## src/rtl/rv_ctrl_pkg.sv

```systemverilog
// Shared encodings for the multicycle RV32I controller: states, opcodes, ALU codes, mux selects, trap causes.
// Latency: n/a (declarations only).
// Backpressure: n/a.
package rv_ctrl_pkg;

    typedef enum logic [3:0] {
        S_FETCH    = 4'd0,
        S_DECODE   = 4'd1,
        S_MEMADR   = 4'd2,
        S_MEMREAD  = 4'd3,
        S_MEMWB    = 4'd4,
        S_MEMWRITE = 4'd5,
        S_EXECR    = 4'd6,
        S_EXECI    = 4'd7,
        S_ALUWB    = 4'd8,
        S_BEQ      = 4'd9,
        S_JAL      = 4'd10,
        S_TRAP     = 4'd15
    } state_t;

    typedef enum logic [1:0] {
        ALUOP_ADD   = 2'b00,
        ALUOP_SUB   = 2'b01,
        ALUOP_FUNCT = 2'b10
    } alu_op_t;

    localparam logic [6:0] OP_LOAD   = 7'b0000011;
    localparam logic [6:0] OP_STORE  = 7'b0100011;
    localparam logic [6:0] OP_RTYPE  = 7'b0110011;
    localparam logic [6:0] OP_ITYPE  = 7'b0010011;
    localparam logic [6:0] OP_BRANCH = 7'b1100011;
    localparam logic [6:0] OP_JAL    = 7'b1101111;

    localparam logic [2:0] ALU_ADD = 3'b000;
    localparam logic [2:0] ALU_SUB = 3'b001;
    localparam logic [2:0] ALU_AND = 3'b010;
    localparam logic [2:0] ALU_OR  = 3'b011;
    localparam logic [2:0] ALU_SLT = 3'b101;

    localparam logic [1:0] RES_ALUOUT    = 2'b00;
    localparam logic [1:0] RES_DATA      = 2'b01;
    localparam logic [1:0] RES_ALURESULT = 2'b10;

    localparam logic [1:0] SRCA_PC    = 2'b00;
    localparam logic [1:0] SRCA_OLDPC = 2'b01;
    localparam logic [1:0] SRCA_RD1   = 2'b10;

    localparam logic [1:0] SRCB_RD2  = 2'b00;
    localparam logic [1:0] SRCB_IMM  = 2'b01;
    localparam logic [1:0] SRCB_FOUR = 2'b10;

    localparam logic [1:0] IMM_I = 2'b00;
    localparam logic [1:0] IMM_S = 2'b01;
    localparam logic [1:0] IMM_B = 2'b10;
    localparam logic [1:0] IMM_J = 2'b11;

    localparam logic [1:0] CAUSE_NONE    = 2'b00;
    localparam logic [1:0] CAUSE_ILLEGAL = 2'b01;
    localparam logic [1:0] CAUSE_TIMEOUT = 2'b10;

    // Immediate format depends only on the opcode, so it is decoded outside the FSM.
    function automatic logic [1:0] imm_src_of(input logic [6:0] op);
        case (op)
            OP_STORE:  return IMM_S;
            OP_BRANCH: return IMM_B;
            OP_JAL:    return IMM_J;
            default:   return IMM_I;
        endcase
    endfunction

endpackage

```

## src/rtl/alu_decoder.sv

```systemverilog
// ALU control decode from ALUOp and IR fields; flags unsupported funct3 when ALUOp selects funct.
// Latency: combinational.
// Backpressure: none.
// Ports: alu_op, funct3, op5 (IR[5]), funct7b5 (IR[30]) in; alu_control, illegal out.
module alu_decoder
    import rv_ctrl_pkg::*;
(
    input  alu_op_t    alu_op,
    input  logic [2:0] funct3,
    input  logic       op5,
    input  logic       funct7b5,
    output logic [2:0] alu_control,
    output logic       illegal
);

    always_comb begin
        alu_control = ALU_ADD;
        illegal     = 1'b0;
        case (alu_op)
            ALUOP_ADD: alu_control = ALU_ADD;
            ALUOP_SUB: alu_control = ALU_SUB;
            ALUOP_FUNCT: begin
                case (funct3)
                    // sub only for R-type with funct7[5]; addi ignores IR[30]
                    3'b000:  alu_control = (op5 && funct7b5) ? ALU_SUB : ALU_ADD;
                    3'b010:  alu_control = ALU_SLT;
                    3'b110:  alu_control = ALU_OR;
                    3'b111:  alu_control = ALU_AND;
                    // unsupported funct3 leaves the ALU on add; the FSM traps next edge
                    default: illegal = 1'b1;
                endcase
            end
            default: alu_control = ALU_ADD;
        endcase
    end

endmodule

```

## src/rtl/multicycle_controller.sv

```systemverilog
// Moore controller for a shared-memory multicycle RV32I datapath; drives selects, enables and ALU control per state.
// Latency: lw 5, sw/ALU/jal 4, beq 3 cycles, plus one per memory wait cycle.
// Backpressure: FETCH/MEMREAD/MEMWRITE hold on mem_ready=0; trap after MEM_TIMEOUT waits (0 = never).
// Ports: clk, reset_n (sync, active-low); IR fields op/funct3/funct7b5, zero, mem_ready in;
//        datapath controls, sticky trap/trap_cause and debug state_o out.
module multicycle_controller
    import rv_ctrl_pkg::*;
#(
    parameter int unsigned MEM_TIMEOUT = 16,
    parameter int unsigned CNT_W       = 5
)(
    input  logic       clk,
    input  logic       reset_n,
    input  logic [6:0] op,
    input  logic [2:0] funct3,
    input  logic       funct7b5,
    input  logic       zero,
    input  logic       mem_ready,
    output logic       pc_write,
    output logic       adr_src,
    output logic       mem_write,
    output logic       ir_write,
    output logic [1:0] result_src,
    output logic [1:0] alu_src_a,
    output logic [1:0] alu_src_b,
    output logic [1:0] imm_src,
    output logic [2:0] alu_control,
    output logic       reg_write,
    output logic       trap,
    output logic [1:0] trap_cause,
    output logic [3:0] state_o
);

    state_t           state, state_next;
    logic [CNT_W-1:0] wait_cnt;
    logic             trap_q;
    logic [1:0]       trap_cause_q, cause_next;
    alu_op_t          alu_op;
    logic             illegal_funct;
    logic             pc_update, branch;
    logic             ir_write_raw, mem_write_raw, reg_write_raw;
    logic             waiting, timed_out;

    alu_decoder u_alu_decoder (
        .alu_op      (alu_op),
        .funct3      (funct3),
        .op5         (op[5]),
        .funct7b5    (funct7b5),
        .alu_control (alu_control),
        .illegal     (illegal_funct)
    );

    assign waiting = ((state == S_FETCH) || (state == S_MEMREAD) || (state == S_MEMWRITE)) && !mem_ready;
    // The wait that would bring the count up to MEM_TIMEOUT is the last one allowed;
    // mem_ready in that same cycle takes the normal path because waiting is then low.
    assign timed_out = (MEM_TIMEOUT != 0) && waiting && (wait_cnt == CNT_W'(MEM_TIMEOUT - 1));

    always_comb begin
        state_next    = state;
        cause_next    = CAUSE_NONE;
        pc_update     = 1'b0;
        branch        = 1'b0;
        ir_write_raw  = 1'b0;
        mem_write_raw = 1'b0;
        reg_write_raw = 1'b0;
        adr_src       = 1'b0;
        result_src    = RES_ALUOUT;
        alu_src_a     = SRCA_PC;
        alu_src_b     = SRCB_RD2;
        alu_op        = ALUOP_ADD;
        case (state)
            S_FETCH: begin
                alu_src_b  = SRCB_FOUR;
                result_src = RES_ALURESULT;
                if (mem_ready) begin
                    ir_write_raw = 1'b1;
                    pc_update    = 1'b1;
                    state_next   = S_DECODE;
                end else if (timed_out) begin
                    state_next = S_TRAP;
                    cause_next = CAUSE_TIMEOUT;
                end
            end
            S_DECODE: begin
                alu_src_a = SRCA_OLDPC;
                alu_src_b = SRCB_IMM;
                case (op)
                    OP_LOAD, OP_STORE: state_next = S_MEMADR;
                    OP_RTYPE:          state_next = S_EXECR;
                    OP_ITYPE:          state_next = S_EXECI;
                    OP_BRANCH:         state_next = S_BEQ;
                    OP_JAL:            state_next = S_JAL;
                    default: begin
                        state_next = S_TRAP;
                        cause_next = CAUSE_ILLEGAL;
                    end
                endcase
            end
            S_MEMADR: begin
                alu_src_a  = SRCA_RD1;
                alu_src_b  = SRCB_IMM;
                state_next = (op == OP_LOAD) ? S_MEMREAD : S_MEMWRITE;
            end
            S_MEMREAD: begin
                adr_src = 1'b1;
                if (mem_ready) begin
                    state_next = S_MEMWB;
                end else if (timed_out) begin
                    state_next = S_TRAP;
                    cause_next = CAUSE_TIMEOUT;
                end
            end
            S_MEMWB: begin
                result_src    = RES_DATA;
                reg_write_raw = 1'b1;
                state_next    = S_FETCH;
            end
            S_MEMWRITE: begin
                adr_src       = 1'b1;
                mem_write_raw = 1'b1;
                if (mem_ready) begin
                    state_next = S_FETCH;
                end else if (timed_out) begin
                    state_next = S_TRAP;
                    cause_next = CAUSE_TIMEOUT;
                end
            end
            S_EXECR, S_EXECI: begin
                alu_src_a = SRCA_RD1;
                alu_src_b = (state == S_EXECI) ? SRCB_IMM : SRCB_RD2;
                alu_op    = ALUOP_FUNCT;
                if (illegal_funct) begin
                    state_next = S_TRAP;
                    cause_next = CAUSE_ILLEGAL;
                end else begin
                    state_next = S_ALUWB;
                end
            end
            S_ALUWB: begin
                reg_write_raw = 1'b1;
                state_next    = S_FETCH;
            end
            S_BEQ: begin
                alu_src_a  = SRCA_RD1;
                alu_op     = ALUOP_SUB;
                branch     = 1'b1;
                state_next = S_FETCH;
            end
            S_JAL: begin
                alu_src_a  = SRCA_OLDPC;
                alu_src_b  = SRCB_FOUR;
                pc_update  = 1'b1;
                state_next = S_ALUWB;
            end
            S_TRAP:  state_next = S_TRAP;
            default: state_next = S_FETCH;
        endcase
    end

    always_ff @(posedge clk) begin
        if (!reset_n) begin
            state        <= S_FETCH;
            wait_cnt     <= '0;
            trap_q       <= 1'b0;
            trap_cause_q <= CAUSE_NONE;
        end else begin
            state <= state_next;
            // Any state change clears the counter, which covers entry into every memory state.
            if (state_next != state) begin
                wait_cnt <= '0;
            end else if (waiting) begin
                wait_cnt <= wait_cnt + CNT_W'(1);
            end
            if ((state_next == S_TRAP) && (state != S_TRAP)) begin
                trap_q       <= 1'b1;
                trap_cause_q <= cause_next;
            end
        end
    end

    // Write enables are masked while reset is held so an abandoned instruction commits nothing.
    assign pc_write   = reset_n & (pc_update | (branch & zero));
    assign ir_write   = reset_n & ir_write_raw;
    assign mem_write  = reset_n & mem_write_raw;
    assign reg_write  = reset_n & reg_write_raw;
    assign imm_src    = imm_src_of(op);
    assign trap       = trap_q;
    assign trap_cause = trap_cause_q;
    assign state_o    = state;

endmodule
```

## config.mk

```make
export PLATFORM = sky130hd
export DESIGN_NAME = multicycle_controller
export DESIGN_NICKNAME = d
export VERILOG_FILES = /design/src/rtl/rv_ctrl_pkg.sv /design/src/rtl/alu_decoder.sv /design/src/rtl/multicycle_controller.sv
export SDC_FILE = /design/constraint.sdc
export NUM_CORES = 1
export LEC_CHECK = 0
export CAP_MARGIN = 20
export CELL_PAD_IN_SITES_DETAIL_PLACEMENT = 1
export CELL_PAD_IN_SITES_GLOBAL_PLACEMENT = 2
export CORE_ASPECT_RATIO = 0.75
export CORE_MARGIN = 3
export CORE_UTILIZATION = 22
export DETAILED_ROUTE_END_ITERATION = 8
export MAX_ROUTING_LAYER = met4
export PLACE_DENSITY_LB_ADDON = 0.1
export SKIP_CTS_REPAIR_TIMING = 1
export SLEW_MARGIN = 20
export SYNTH_ARGS = -nofsm -noshare
export SYNTH_HDL_FRONTEND = slang
export SYNTH_SLANG_ARGS = --single-unit
```

## constraint.sdc

```tcl
create_clock -name clk -period 2.15 [get_ports clk]
set_input_delay 0.43 -clock clk [delete_from_list [all_inputs] [get_ports clk]]
set_output_delay 0.43 -clock clk [all_outputs]
set_load 0.005 [all_outputs]
```

# Yosys cells after proc, flatten, opt, wreduce, memory -nomap -nowiden
# Cells that the tools add are included.
[totals]
elab_cells = 90
in_bits = 15
register_bits = 12
[op_classes]
n_addsub = 1
n_bitwise = 7
n_reduce_logical = 21
eq_ne = 26
muxes = 31
[ops]
columns = ["operator", "count"]
rows = [
  ["$pmux W4 S8", 1],
  ["$eq A4 B4 Y1 const B", 5],
  ["$pmux W4 S5", 1],
  ["$pmux W2 S3", 3],
  ["$eq A4 B3 Y1 const B", 4],
  ["$mux W4", 4],
  ["$reduce_or A2 Y1", 8],
  ["$eq A7 B6 Y1 const B", 2],
  ["$eq A7 B7 Y1 const B", 2],
  ["$mux W1", 12],
  ["$pmux W2 S2", 3],
  ["$pmux W3 S4", 1],
  ["$eq A4 B2 Y1 const B", 2],
  ["$reduce_or A4 Y1", 2],
  ["$eq A7 B2 Y1 const B", 1],
  ["$eq A7 B5 Y1 const B", 1],
  ["$eq A3 B3 Y1 const B", 2],
  ["$mux W3", 2],
  ["$pmux W3 S2", 1],
  ["$reduce_or A6 Y1", 1],
  ["$add A5 B1 Y5 const B", 1],
  ["$and A1 B1 Y1", 5],
  ["$eq A5 B4 Y1 const B", 1],
  ["$eq A4 B1 Y1 const B", 1],
  ["15 further kinds", 20],
]

# Logic depth before layout (Yosys ltp)
[depth]
ltp_word = 10
ltp_mapped = 11

# Modules after synthesis
# Synthesis repeated with hierarchy kept, for this count alone.
[hier_totals]
cells_unflattened = 175
hier_area_um2 = 1342.5
[by_module_without_submodules]
columns = ["module", "n_inst", "area_each_um2", "cells_per_inst"]
rows = [
  ["multicycle_controller", 1, 1229.9, 160],
  ["alu_decoder", 1, 112.6, 15],
]

# Least setup slack after synthesis
# OpenSTA, ideal clock, no wires.
[synth_timing]
kind = "reg2reg"
start = "register state[1] (netlist: state_o[1])"
end = "register wait_cnt[0]"
t_required_ns = 2.028
stages_incl_launch_ff = 11
arrival_time_ns = 2.055
path_slack_ns = -0.027
n_path_buf = 2
path_cell_list = "dfxtp_1 buf_2 buf_1 nand3_1 inv_1 ha_1 nand4_1 o32a_1 and3_1 o211ai_2 nor2_1"
[synth_between]
elab_chain_len = 10
word_cells_on_any_way = 26
cone_classes = "11 x eq/ne; 8 x mux; 7 x reduce/logical"
[synth_rtl]
columns = ["element", "line", "source"]
rows = [
  ["start, declared", "multicycle_controller.sv:34", "state_t state, state_next;"],
  ["start signal, assigned", "multicycle_controller.sv:167", "state <= state_next;"],
  ["branches (longest 10 deep; another with $pmux W4 S8)", "n/a", ""],
  ["end signal, assigned", "multicycle_controller.sv:172", "wait_cnt <= wait_cnt + CNT_W'(1);"],
  ["end, declared", "multicycle_controller.sv:35", "logic [CNT_W-1:0] wait_cnt;"],
]
# Parallel ways; which one is timed is not known.
# A chain may end at the register's enable or synchronous reset.

# Worst setup path in the final report
[layout_timing]
start = "input port op[5]"
end = "output port imm_src[1]"
[layout_between]
elab_chain_len = 2
word_cells_on_any_way = 4
cone_classes = "3 x eq/ne; 1 x mux"
[layout_rtl]
columns = ["element", "line", "source"]
rows = [
  ["start, declared", "multicycle_controller.sv:14", "input logic [6:0] op,"],
  ["$eq A7 B7 Y1 / $eq A7 B6 Y1 (equally long branches)", "rv_ctrl_pkg.sv:63", "case (op)"],
  ["$pmux W2 S3 *", "rv_ctrl_pkg.sv:63", ""],
  ["end, declared", "multicycle_controller.sv:26", "output logic [1:0] imm_src,"],
]
# Every way passes the cells marked *; elsewhere a longest branch is shown, timed or not.

==> summary.txt <==
critical path type: input pin to primary output
drt wl/cell: 15.6 um
CTS sink count: 12
row count: 22
DRT antenna net count: 0
FFs w/ async S/R, synth: 0%
Post-Syn Area: 0.00119 mm2
outcome: finished, violations left
P_leak: 0.00103 uW
WHS Path Cells: 1
vias in the first global route: 1631
minimum clock period: 2.35 ns
chip width: 91.0 um
worst reg2reg path endpoint: trap
initial DRC count: 71
final net count: 270
type of the worst min-delay path: flop to flop
actual slew at the worst max-slew pin: 0.398 ns
CP required: 1.72 ns
Clock Latency Late Sink: 0.25 ns
reg2reg start: wait_cnt[0]
H-Tree Depth: 1
initial antenna violation count: 0
DR pass1 iterations: 4
vias per cell: 4.84
gpl congestion: 0.869
fin crit share: 109%
CTS Buffer Depth: 2
pwr/cell area: 1110 mW/mm2
WHS Endpoint: trap_cause[0]
Hold Startpoint: trap_cause[0]
CP Data Arrival Time: 1.92 ns
setup ws final: -0.198 ns
worst-path cell chain: clkdlybuf4s50_1, nand2b_1, nor2_2, and3_1, clkdlybuf4s50_1
layout cells sized above 1: 38.4%
worst rel slew slack: 73.1%
DRC violations left: 0
CTS tree: built
Top cell by count, worst path: clkdlybuf4s50_1
syn_nets: 184
CTS buffer count: 3
crit start category: input pin
PortBufs: 37
RSZ-0062 raised after global routing: true
Slew Limit Fails: 0
Synth Register Bits: 12
post-place setup slack: -0.253 ns
Max stage delay on crit path: 0.53 ns
EDFF count, synth: 0
Via Count: 1560
largest net degree at the start of global routing: 17
dpl cell area: 0.00197 mm2
failing checks: negative setup slack
Overflow after GRT: 0
CP max FO: 3
endpoints failing setup: 4
clock-pin slew on the worst setup and hold paths: 0.06 ns
IR drop worst, VDD: 490 uV
CP Capture Type: primary output
main flop type after synthesis: dfxtp_1
DP Wirelength: 3.93 mm
count of cell types in the netlist: 51
Total Wirelength: 5.02 mm
FF-to-FF setup slack: 0.07 ns
Ports: 38
Mapped Cells: 165
Starting Density: 23.5%
CTS root buffer: clkbuf_8
max frequency: 0.426 GHz
Die ar.: 0.00635 mm2
Layout area overhead: 90.5%
Crit-path slowest cell: clkdlybuf4s50_1
post-route cell area: 0.00227 mm2
first-pass GRT wire length: 8.09 mm
Max-Cap Viols: 0
final hold violation count: 0
Avg Inst Size Synth: 7.23 um2
sequential area share after synthesis: 20.1%
core box area: 0.00506 mm2
GR Util All Layers: 15.8%
Worst Reg-to-Reg Cells: 10
Filler Cell Count: 618
final setup skew: 0.00320 ns
synth warn: 0
Die Span Y: 69.8 um
Antenna Cells: 0
synthesized netlist by cell type (all sizes together) (2+ instances only):
library cell / count / area [um2]
nand4: 2 / 12.5
dfxtp: 12 / 240
xor2: 3 / 26.3
o21a: 2 / 15.0
nor3: 12 / 60.1
o21ai: 7 / 35.0
nor3b: 2 / 15.0
xnor2: 5 / 43.8
or4b: 2 / 23.8
a211oi: 2 / 15.0
buf: 9 / 51.3
ha: 4 / 50.1
nand2: 9 / 33.8
a21oi: 11 / 55.1
o211ai: 3 / 27.5
a31oi: 3 / 18.8
nor4: 4 / 25.0
and3: 5 / 31.3
nand3: 6 / 30.0
nor4b: 2 / 30.0
nor2: 24 / 90.1
inv: 9 / 33.8
a41oi: 2 / 17.5
a21o: 3 / 22.5
nand2b: 3 / 18.8
registers in the layout, indices dropped and copies added (netlist names):
name,flops
trap,1
wait_cnt,5
trap_cause,2
state_o,4
worst max path at each step:
stage	from	slack [ns]	endpoint	depth (start not counted)
floorplan	state_o[2]	0.08	wait_cnt[0]	10
global placement	op[3]	-0.19	wait_cnt[2]	9
detailed placement	op[3]	-0.25	wait_cnt[3]	9
CTS	state_o[1]	-0.32	pc_write	8
global route	state_o[2]	-0.32	alu_control[0]	9
finish	op[5]	-0.20	imm_src[1]	5
per-stage QoR:
stage	power (uW)	util [%]	TNS [ns]	hold slack [ns]	cells
floorplan	1150	-	0	0.454	165
global placement	1980	38.8	-2.32	0.453	313
detailed placement	2000	38.8	-2.91	0.469	313
CTS	2260	39.9	-3.39	0.482	317
global route	2720	44.8	-1.14	0.523	322
finish	2520	44.8	-0.572	0.472	322
power breakdown:
part,internal (uW),total [uW],leakage (uW),switching (uW)
clock,162,257,0.0000288,95.1
sequential,287,346,0.000100,58.5
combinational,992,1920,0.000896,926
total,1440,2520,0.00103,1080
cell type report:
| cell class | instances | area [um2] | area share, % |
|---|---|---|---|
| well taps | 72 | 90.1 | 3.97 |
| flip-flops and latches | 12 | 250 | 11.0 |
| multi-input cells | 134 | 1030 | 45.5 |
| repair buffers | 91 | 810 | 35.6 |
| clock buffers | 4 | 55.1 | 2.42 |
| inverters | 9 | 33.8 | 1.49 |
metal layers:
metal  GRT usage, %  wire [um]  part of all wire, %
met2           24.1       2250                   45
met3           2.71        167                  3.3
met1           22.2       2570                   51
met5              -          0                    0
met4           2.68         31                 0.62
layout by cell type (no fill, tap or decap), types with 5 or more instances in the layout:
cell / n
nand3_1: 6
a21oi_1: 11
dfxtp_2: 5
buf_4: 50
nor3_1: 7
nand2_1: 8
dlymetal6s2s_1: 8
clkdlybuf4s50_1: 28
dfxtp_1: 6
inv_1: 7
nor2_1: 20
logic make-up after synthesis:
kind of cell               share of synthesized area [%]
AOI/OAI and AO/OA                                   25.9
DFF                                                 20.1
muxes                                              0.839
and+or+nand+nor                                     34.7
buffers and inverters                               7.45
adders and majority gates                           5.04
xor gates and xnor gates                            5.88
worst max-delay path, delay by kind of cell:
family / cells / cell delay [ns]
buffers and inverters: 2 / 1.03
AND/OR/NAND/NOR: 3 / 0.45
Note: power is estimated with default switching activity, not from simulation.
